==> config.mk <==
export PLATFORM = sky130hd
export DESIGN_NAME = lcd_bus_responder
export DESIGN_NICKNAME = d
export VERILOG_FILES = /design/src/rtl/lcd_pkg.sv /design/src/rtl/lcd_busy_timer.sv /design/src/rtl/lcd_bus_responder.sv
export SDC_FILE = /design/constraint.sdc
export NUM_CORES = 1
export LEC_CHECK = 0
export BUFFER_PORTS_ARGS = -buffer_cell sky130_fd_sc_hd__buf_4
export CORE_ASPECT_RATIO = 1.5
export CORE_UTILIZATION = 60
export DETAILED_ROUTE_END_ITERATION = 10
export PLACE_DENSITY_LB_ADDON = 0.25
export SLEW_MARGIN = 15
export SYNTH_ARGS = -nofsm -noshare
export SYNTH_HDL_FRONTEND = slang
export SYNTH_SLANG_ARGS = --single-unit
==> constraint.sdc <==
create_clock -name clk -period 3.9 [get_ports clk]
set_input_delay 0.39 -clock clk [delete_from_list [all_inputs] [get_ports clk]]
set_output_delay 0.39 -clock clk [all_outputs]
set_load 0.05 [all_outputs]
==> src/rtl/lcd_pkg.sv <==
// Shared types, opcodes and DDRAM line bounds for the HD44780-style bus responder.
package lcd_pkg;

    typedef enum logic [1:0] {
        ST_INIT8 = 2'd0,
        ST_HI    = 2'd1,
        ST_LO    = 2'd2
    } lcd_state_t;

    localparam logic [7:0] CMD_CLR    = 8'h01;
    localparam logic [7:0] CMD_HOME   = 8'h02;
    localparam logic [7:0] HOME_MASK  = 8'hFE;
    localparam logic [7:0] CMD_ENTRY  = 8'h04;
    localparam logic [7:0] ENTRY_MASK = 8'hFC;
    localparam logic [7:0] CMD_SETDD  = 8'h80;
    localparam logic [7:0] SETDD_MASK = 8'h80;

    localparam logic [6:0] LINE0_END   = 7'h27;
    localparam logic [6:0] LINE1_START = 7'h40;
    localparam logic [6:0] LINE1_END   = 7'h67;

    function automatic logic addr_ok(input logic [6:0] a);
        return (a <= LINE0_END) || ((a >= LINE1_START) && (a <= LINE1_END));
    endfunction

    // Cursor step across the two-line map: each line end wraps to the other line's start.
    function automatic logic [6:0] step_addr(input logic [6:0] a, input logic inc);
        logic [6:0] r;
        if (inc) begin
            if (a == LINE0_END)      r = LINE1_START;
            else if (a == LINE1_END) r = 7'h00;
            else                     r = a + 7'd1;
        end else begin
            if (a == 7'h00)            r = LINE1_END;
            else if (a == LINE1_START) r = LINE0_END;
            else                       r = a - 7'd1;
        end
        return r;
    endfunction

endpackage

==> src/rtl/lcd_busy_timer.sv <==
// Busy down-counter: a load starts a busy window of exactly len cycles.
module lcd_busy_timer #(
    parameter int unsigned CNT_W = 17
) (
    input  logic             clk,
    input  logic             reset,
    input  logic             load,
    input  logic [CNT_W-1:0] len,
    output logic             busy
);

    logic [CNT_W-1:0] count;

    // Count down and keep busy registered so it drops right as the count expires.
    always_ff @(posedge clk or posedge reset) begin
        if (reset) begin
            count <= '0;
            busy  <= 1'b0;
        end else if (load) begin
            count <= len;
            busy  <= (len != '0);
        end else if (count != '0) begin
            count <= count - 1'b1;
            busy  <= (count > {{(CNT_W-1){1'b0}}, 1'b1});
        end else begin
            count <= count;
            busy  <= 1'b0;
        end
    end

endmodule

==> src/rtl/lcd_bus_responder.sv <==
// Device end of the 4-bit LCD bus: strobe checking, nibble assembly,
// command execution, cursor tracking and read-back of busy/address.
module lcd_bus_responder
    import lcd_pkg::*;
#(
    parameter int unsigned EN_MIN_CYC = 12,
    parameter int unsigned BUSY_SHORT = 1850,
    parameter int unsigned BUSY_LONG  = 76000,
    parameter int unsigned CNT_W      = 17
) (
    input  logic       clk,
    input  logic       reset,
    input  logic [3:0] instruction,
    input  logic       RS,
    input  logic       RW,
    input  logic       Data_En,
    output logic       byte_valid,
    output logic [7:0] byte_out,
    output logic       byte_is_data,
    output logic [3:0] rd_nibble,
    output logic [6:0] ddram_addr,
    output logic       busy,
    output logic       four_bit,
    output logic       proto_err
);

    localparam logic [CNT_W-1:0] EN_MIN     = CNT_W'(EN_MIN_CYC);
    localparam logic [CNT_W-1:0] LEN_SHORT  = CNT_W'(BUSY_SHORT);
    localparam logic [CNT_W-1:0] LEN_LONG   = CNT_W'(BUSY_LONG);
    localparam logic [CNT_W-1:0] WIDTH_SAT  = {CNT_W{1'b1}};

    lcd_state_t       state, state_next;
    logic             en_prev;
    logic [CNT_W-1:0] width;
    logic [3:0]       cap_nib;
    logic             cap_rs, cap_rw;
    logic [3:0]       hi_nib;
    logic             hi_rs;
    logic             id_inc;
    logic             rd_toggle;

    logic             fall, rise, short_err, wr, wr_ok, wr_busy;
    logic             emit, emit_data, exec, err, load, fb_next, id_next;
    logic [7:0]       emit_byte;
    logic [6:0]       addr_next;
    logic [CNT_W-1:0] len;

    lcd_busy_timer #(.CNT_W(CNT_W)) u_busy (
        .clk   (clk),
        .reset (reset),
        .load  (load),
        .len   (len),
        .busy  (busy)
    );

    // Strobe edge detection and classification.
    always_comb begin
        fall      = en_prev & ~Data_En;
        rise      = ~en_prev & Data_En;
        short_err = fall & (width < EN_MIN);
        wr        = fall & ~short_err & ~cap_rw;
        wr_busy   = wr & busy;
        wr_ok     = wr & ~busy;
    end

    // Enable width counter and bus capture while the strobe is high.
    always_ff @(posedge clk or posedge reset) begin
        if (reset) begin
            en_prev <= 1'b0;
            width   <= '0;
            cap_nib <= 4'h0;
            cap_rs  <= 1'b0;
            cap_rw  <= 1'b0;
        end else if (Data_En) begin
            en_prev <= 1'b1;
            width   <= (width != WIDTH_SAT) ? width + 1'b1 : width;
            cap_nib <= instruction;
            cap_rs  <= RS;
            cap_rw  <= RW;
        end else begin
            en_prev <= 1'b0;
            width   <= '0;
        end
    end

    // Nibble FSM state register.
    always_ff @(posedge clk or posedge reset) begin
        if (reset) state <= ST_INIT8;
        else       state <= state_next;
    end

    // Nibble FSM next state; only accepted writes advance it.
    always_comb begin
        state_next = state;
        case (state)
            ST_INIT8: begin
                if (wr_ok && (cap_nib == 4'h2)) state_next = ST_HI;
                else                             state_next = ST_INIT8;
            end
            ST_HI: begin
                if (wr_ok) state_next = ST_LO;
                else       state_next = ST_HI;
            end
            ST_LO: begin
                if (wr_ok) state_next = ST_HI;
                else       state_next = ST_LO;
            end
            default: state_next = ST_INIT8;
        endcase
    end

    // Byte assembly and command execution for the accepting cycle.
    always_comb begin
        emit      = 1'b0;
        emit_byte = byte_out;
        emit_data = byte_is_data;
        exec      = 1'b0;
        err       = short_err | wr_busy;
        load      = 1'b0;
        len       = LEN_SHORT;
        fb_next   = four_bit;
        id_next   = id_inc;
        addr_next = ddram_addr;
        if (wr_ok) begin
            case (state)
                ST_INIT8: begin
                    emit      = 1'b1;
                    emit_byte = {cap_nib, 4'h0};
                    emit_data = 1'b0;
                    load      = 1'b1;
                    if (cap_nib == 4'h2)      fb_next = 1'b1;
                    else if (cap_nib == 4'h3) fb_next = four_bit;
                    else                      err = 1'b1;
                end
                ST_HI: begin
                    emit = 1'b0;
                end
                ST_LO: begin
                    emit      = 1'b1;
                    exec      = 1'b1;
                    emit_byte = {hi_nib, cap_nib};
                    emit_data = hi_rs;
                    if (cap_rs != hi_rs) err = 1'b1;
                    else                 err = short_err | wr_busy;
                end
                default: emit = 1'b0;
            endcase
        end else begin
            emit = 1'b0;
        end

        if (exec) begin
            load = 1'b1;
            if (emit_data) begin
                addr_next = step_addr(ddram_addr, id_inc);
            end else if (emit_byte == CMD_CLR) begin
                addr_next = 7'h00;
                id_next   = 1'b1;
                len       = LEN_LONG;
            end else if ((emit_byte & HOME_MASK) == CMD_HOME) begin
                addr_next = 7'h00;
                len       = LEN_LONG;
            end else if ((emit_byte & ENTRY_MASK) == CMD_ENTRY) begin
                id_next = emit_byte[1];
            end else if ((emit_byte & SETDD_MASK) == CMD_SETDD) begin
                addr_next = emit_byte[6:0];
                if (!addr_ok(emit_byte[6:0])) err = 1'b1;
                else                          err = err;
            end else begin
                len = LEN_SHORT;
            end
        end else begin
            load = load;
        end
    end

    // Registered outputs, cursor and entry-mode state.
    always_ff @(posedge clk or posedge reset) begin
        if (reset) begin
            byte_valid   <= 1'b0;
            byte_out     <= 8'h00;
            byte_is_data <= 1'b0;
            proto_err    <= 1'b0;
            four_bit     <= 1'b0;
            ddram_addr   <= 7'h00;
            id_inc       <= 1'b1;
            hi_nib       <= 4'h0;
            hi_rs        <= 1'b0;
        end else begin
            byte_valid <= emit;
            proto_err  <= err;
            four_bit   <= fb_next;
            ddram_addr <= addr_next;
            id_inc     <= id_next;
            if (emit) begin
                byte_out     <= emit_byte;
                byte_is_data <= emit_data;
            end
            if (wr_ok && (state == ST_HI)) begin
                hi_nib <= cap_nib;
                hi_rs  <= cap_rs;
            end
        end
    end

    // Read-back: each read rise alternates between {busy, addr[6:4]} and addr[3:0].
    always_ff @(posedge clk or posedge reset) begin
        if (reset) begin
            rd_nibble <= 4'h0;
            rd_toggle <= 1'b0;
        end else if (fall && !cap_rw) begin
            rd_toggle <= 1'b0;
        end else if (rise && RW) begin
            rd_nibble <= rd_toggle ? ddram_addr[3:0] : {busy, ddram_addr[6:4]};
            rd_toggle <= ~rd_toggle;
        end
    end

endmodule
[Yosys cells after proc, flatten, opt, wreduce, memory -nomap -nowiden]
Index checks and enable logic that the tools add are counted.
Operators by class
  $add $sub $neg: 4
  magnitude comparators: 5
  equal/unequal tests: 15
  mux-type cells: 54
  bitwise gates (word level): 16
  reductions and logical operators: 20
Operators by type and width (count)
  $mux 17: 8
  $mux 7: 10
  $reduce_bool 17->1: 2
  $mux 1: 28
  $add 17x1->17 const B: 1
  $gt 17x1->1 const B: 1
  $lt 17x4->1 const B: 1
  $ne 17x17->1 const B: 1
  $sub 17x1->17 const B: 1
  $pmux 8 s2: 1
  $eq 7x7->1 const B: 2
  $eq 4x2->1 const B: 2
  $eq 8x1->1 const B: 1
  $mux 8: 1
  $not 1->1: 8
  $add 7x1->7 const B: 1
  $and 1x1->1: 7
  $eq 7x1->1 const B: 1
  $eq 7x6->1 const B: 1
  $ge 7x7->1 const B: 1
  $le 7x6->1 const B: 1
  $le 7x7->1 const B: 1
  $logic_not 7->1: 1
  $sub 7x1->7 const B: 1
  other kinds (22): 31
Word-level totals
  bits in registers: 74
  input port bits: 9
  output and inout port bits: 24
  logic and storage cells: 133

[Depth between registers and ports, before layout]
  depth after elaboration: 19
  depth in mapped cells: 11
  gate-level depth less buffers: 10

[Cells and area by module]
From an unflattened synthesis, not the netlist that was laid out.
Second synthesis, totals
  cells, all modules: 438
  area, all modules: 4180.3 um^2
Modules (own cells, without submodules)
  lcd_bus_responder: instances 1, cells an instance 319, area an instance 3009.1 um^2, sequential area each 1402.6 um^2
  lcd_busy_timer: instances 1, cells an instance 119, area an instance 1171.1 um^2, sequential area each 450.4 um^2

[Worst setup path before layout]
OpenSTA, ideal clock, no wires.
  path type: register to register
  start: register width[6]
  end: register width[7]
  setup time: 0.119 ns
  arrival time: 2.375 ns
  required time: 3.781 ns
  path slack: 1.406 ns
  stages on the path, launching flop included: 12
  path buffers: 1
  clock period less this slack: 2.494 ns
  cell sequence: dfrtp_1 and4_1 and4_1 and3_1 and3_1 ha_1 and4b_1 and2_1 clkbuf_1 nand4_1 xnor2_1 and2_1
Between the ends
  word-level cells in the longest chain between the ends: 3
  elaborated cells on any way between the ends: 5
  classes of those cells: add/sub (1); eq/ne (2); mux (2)
Ends and longest elaborated chain
  start, declared: line lcd_bus_responder.sv:34  | logic [CNT_W-1:0] width;
  start signal, assigned: line lcd_bus_responder.sv:76  | width <= (width != WIDTH_SAT) ? width + 1'b1 : width;
  $add 17x1->17: line lcd_bus_responder.sv:76
  $mux 17: line lcd_bus_responder.sv:76
  $mux 17: line lcd_bus_responder.sv:74  | end else if (Data_En) begin
Parallel ways exist; a longest one is shown, timed or not. The select of a mux whose other input is x is not followed.
A chain may end at the register's enable or synchronous reset.

[Worst setup path in the final report]
  start: register width[5]
  end: register width[7]
The elaborated chain is that of the path after synthesis.

==> impl_metrics.tcl <==
set metrics [dict create \
    status "completed" \
    cts_root_buffer "clkbuf_8" \
    synth_top_family_by_area "simple AND/OR/NAND/NOR gates" \
    timing.rr.end "width[7]" \
    clkSinkCount 74 \
    dp_hpwl_um 5980 \
    worst_path_max_delay_cell "dfrtp_1" \
    reg2reg_depth 10 \
    post_cts_buffers 0 \
    portBuffers 32 \
    dieArea_um2 7070 \
    grt-ovfl-total 0 \
    seq_area_frac_synth 0.459 \
    syn_avg_cell_area_um2 9.77 \
    arrival_ns 2.89 \
    worstPathCellList "and4_1 > and4_1 > and3_1 > and3_1 > ha_1 > and4b_1 > and2_1 > nand4_1 > xnor2_1 > and2_1" \
    num_io_pins 33 \
    setup.worst_path.class "flop to flop" \
    core_um2 6490 \
    final_nets 449 \
    placed_cell_area_um2 4290 \
    synth_mux_area_frac 0.0660 \
    swShare 0.250 \
    p_int_mw 1.06 \
    drc 0 \
    drt-total-wl_um 8180 \
    die_w_um 69.0 \
    tightest_slew_ns 0.733 \
    pwr-share-clk 0.382 \
    yosysUniqueCellTypes 64 \
    yosys_warnings 0 \
    switching_power_mw 0.354 \
    grtUsageTotal 0.260 \
    start_kind "flop" \
    cts-resized-gates 0 \
    place.gp.congestion 0.848 \
    synth-compound-area-share 0.123 \
    slew_viol_final 0 \
    dr.pass1.iters 4 \
    rsz0062_at_grt "no" \
    rrSetupSlack_ns 1.25 \
    maxCapViolations 0 \
    grt_pass1_vias 2995 \
    netlist_instances 413 \
    clk_pin_slew_worst_paths_ns 0.08 \
    synth_xor_area_frac 0.0673 \
    endpoint_kind "flop" \
    power.density_nw_per_um2 317 \
    post_drt_wl_per_cell_um 15.9 \
    cp_max_fo 6 \
    setup_viol 0 \
    timing.fmax_ghz 0.377 \
    ant_nets 0 \
    max_slew_margin 0.511 \
    cts_max_level 3 \
    syn_nets 428 \
    drive_gt1_frac 0.189 \
    critPathRequiredTime_ns 4.14 \
    fillers 534 \
    skew_ns 0.0141 \
    grt_pass1_wl_um 13700 \
    insertion_delay_ns 0.34 \
    finalHoldViolCount 0 \
    synthesis.area_um2 4040 \
    p_leak_nw 2.05 \
    cts_made_buffers 9 \
    synthArstFlopShare 1.00 \
    avgViaCountPerCell 5.99 \
    die_y_um 102 \
    std_cell_rows 36 \
    seq_power_share 0.565 \
    antenna_found_initial 0 \
    cp.buffers_inverters 0 \
    cts.path.max_buffers 2 \
    synth_seq_cells 74 \
    vias 3087 \
    initial_core_util 0.622 \
    r2r-start "width[5]" \
    finalCriticalPeriod_ns 2.65 \
    combinationalPowerShare 0.053 \
    ir_drop_uv 220 \
    yosys.area_share.simple 0.233 \
    synth-main-ff-cell "dfrtp_1" \
    synthAdderAreaFrac 0.0186 \
    stdcell_area_um2 4470 \
    hold_buffers 0 \
    grt_max_degree 30 \
    syn2layout_area_growth_pct 10.8 \
    cts_tree "yes" \
    hold_class "input port to async pin" \
    fin_crit_sh 0.680 \
    first_iter_violations 235 \
    synth_enable_flop_cells 0 \
    tns_ns 0 \
    slowest_delay_ns 0.43 \
    antenna_cells_inserted 0 \
    path_delay_family "simple AND/OR/NAND/NOR gates" \
]
[worst reg2reg max path, stage by stage, from the launching register on]
cell	delay [ns]
dfrtp_1	0.43
and4_1	0.23
and4_1	0.23
and3_1	0.21
and3_1	0.17
ha_1	0.26
and4b_1	0.31
and2_1	0.26
nand4_1	0.15
xnor2_1	0.15
and2_1	0.15
[synthesized netlist by cell type, drive strengths merged, types with 2 or more instances]
cell	count	area, µm²
and2	16	100
xnor2	15	131
mux2	13	146
o21bai	2	15.0
and3	5	31.3
dfrtp	73	1830
and3b	3	26.3
o22ai	2	12.5
nand4b	2	23.8
o22a	2	17.5
ha	6	75.1
nor4	9	83.8
nor3	7	35.0
o31ai	2	15.0
xor2	16	140
or4	2	15.0
clkbuf	19	71.3
o21a	2	15.0
nand2	44	168
a221oi	2	17.5
a211oi	3	22.5
or3	2	12.5
buf	5	30.0
nand4	7	43.8
nand2b	4	32.5
mux2i	12	120
a21oi	26	134
and4b	2	20.0
or3b	3	26.3
o21ai	24	124
nor4b	3	32.5
nand3	12	60.1
inv	9	33.8
and4	4	35.0
a31oi	3	33.8
nor2	29	109
nor2b	9	56.3
[logic make-up (layout without fill, tap and decap cells)]
kind of cell	after synthesis	count (layout)
AO/OA/AOI/OAI	78	78
XOR/XNOR	31	31
adder cells (fa/ha/maj)	6	6
buffers and inverters	33	59
flip-flops	74	74
multiplexers	25	25
AND/OR/NAND/NOR	166	166
[cells in the final DEF (no fill, tap or decap), types with 3 or more instances in the layout]
cell        count
dfrtp_1        73
nand2_1        43
buf_4          34
nor2_1         29
a21oi_1        25
o21ai_0        22
xor2_1         16
and2_1         16
xnor2_1        15
mux2_2         13
mux2i_1        12
nand3_1        12
clkbuf_8       10
nor2b_1         9
nor3_1          7
nand4_1         7
inv_1           7
nor4_1          6
ha_1            6
and3_1          5
and4_1          4
and3b_1         3
nand2b_1        3
or3b_2          3
a211oi_1        3
clkinvlp_4      3
[final cells by class]
class                      count  area (µm²)  area share
sequential                    74        1850       0.414
clock inverter                 6        48.8      0.0109
tap                           76        95.1      0.0213
timing repair buffer          34         255      0.0571
clock buffer                  10         138      0.0308
inverter                       9        33.8     0.00755
multi-input combinational    306        2050       0.458
[registers in the layout (all words and copies together), names as in the netlist, 2 cells and up]
name and count:
width 17, byte_out 8, rd_nibble 4, u_busy.count 17, state 2, cap_nib 4
hi_nib 4, ddram_addr 7
[metrics by stage]
step	hold slack [ns]	worst slack [ns]	instances	power, mW	util
after detailed placement	0.408	1.28	499	0.893	0.661
after floorplan	0.421	1.41	413	0.866	-
after global placement	0.406	1.33	499	0.890	0.661
after CTS	0.0264	1.25	515	1.44	0.689
after global routing	0.0531	1.05	515	1.48	0.689
final	0.0365	1.25	515	1.42	0.689
[power by group through the flow]
stage	combinational, mW	sequential, mW	clock (mW)
2_1_floorplan	0.0532	0.813	0
3_3_place_gp	0.0753	0.815	0
3_5_place_dp	0.0772	0.816	0
4_1_cts	0.0775	0.801	0.560
5_1_grt	0.0849	0.804	0.590
6_report	0.0757	0.801	0.541
[layer usage]
layer / wire [µm] / part of all wire / track usage
met1: 3430 / 0.42 / 0.316
met2: 4350 / 0.53 / 0.450
met3: 247 / 0.030 / 0.0458
met4: 147 / 0.018 / 0.0942
met5: 0 / 0 / 0
[worst max path at each step]
stage	from	end	slack, ns	depth (start not counted)
2_1_floorplan	width[6]	width[7]	1.41	11
3_3_place_gp	width[5]	width[7]	1.33	10
3_5_place_dp	width[5]	width[7]	1.28	10
4_1_cts	width[5]	width[7]	1.25	10
5_1_grt	width[5]	width[7]	1.05	10
6_report	width[5]	width[7]	1.25	10
(Power assumes the default switching activity.)
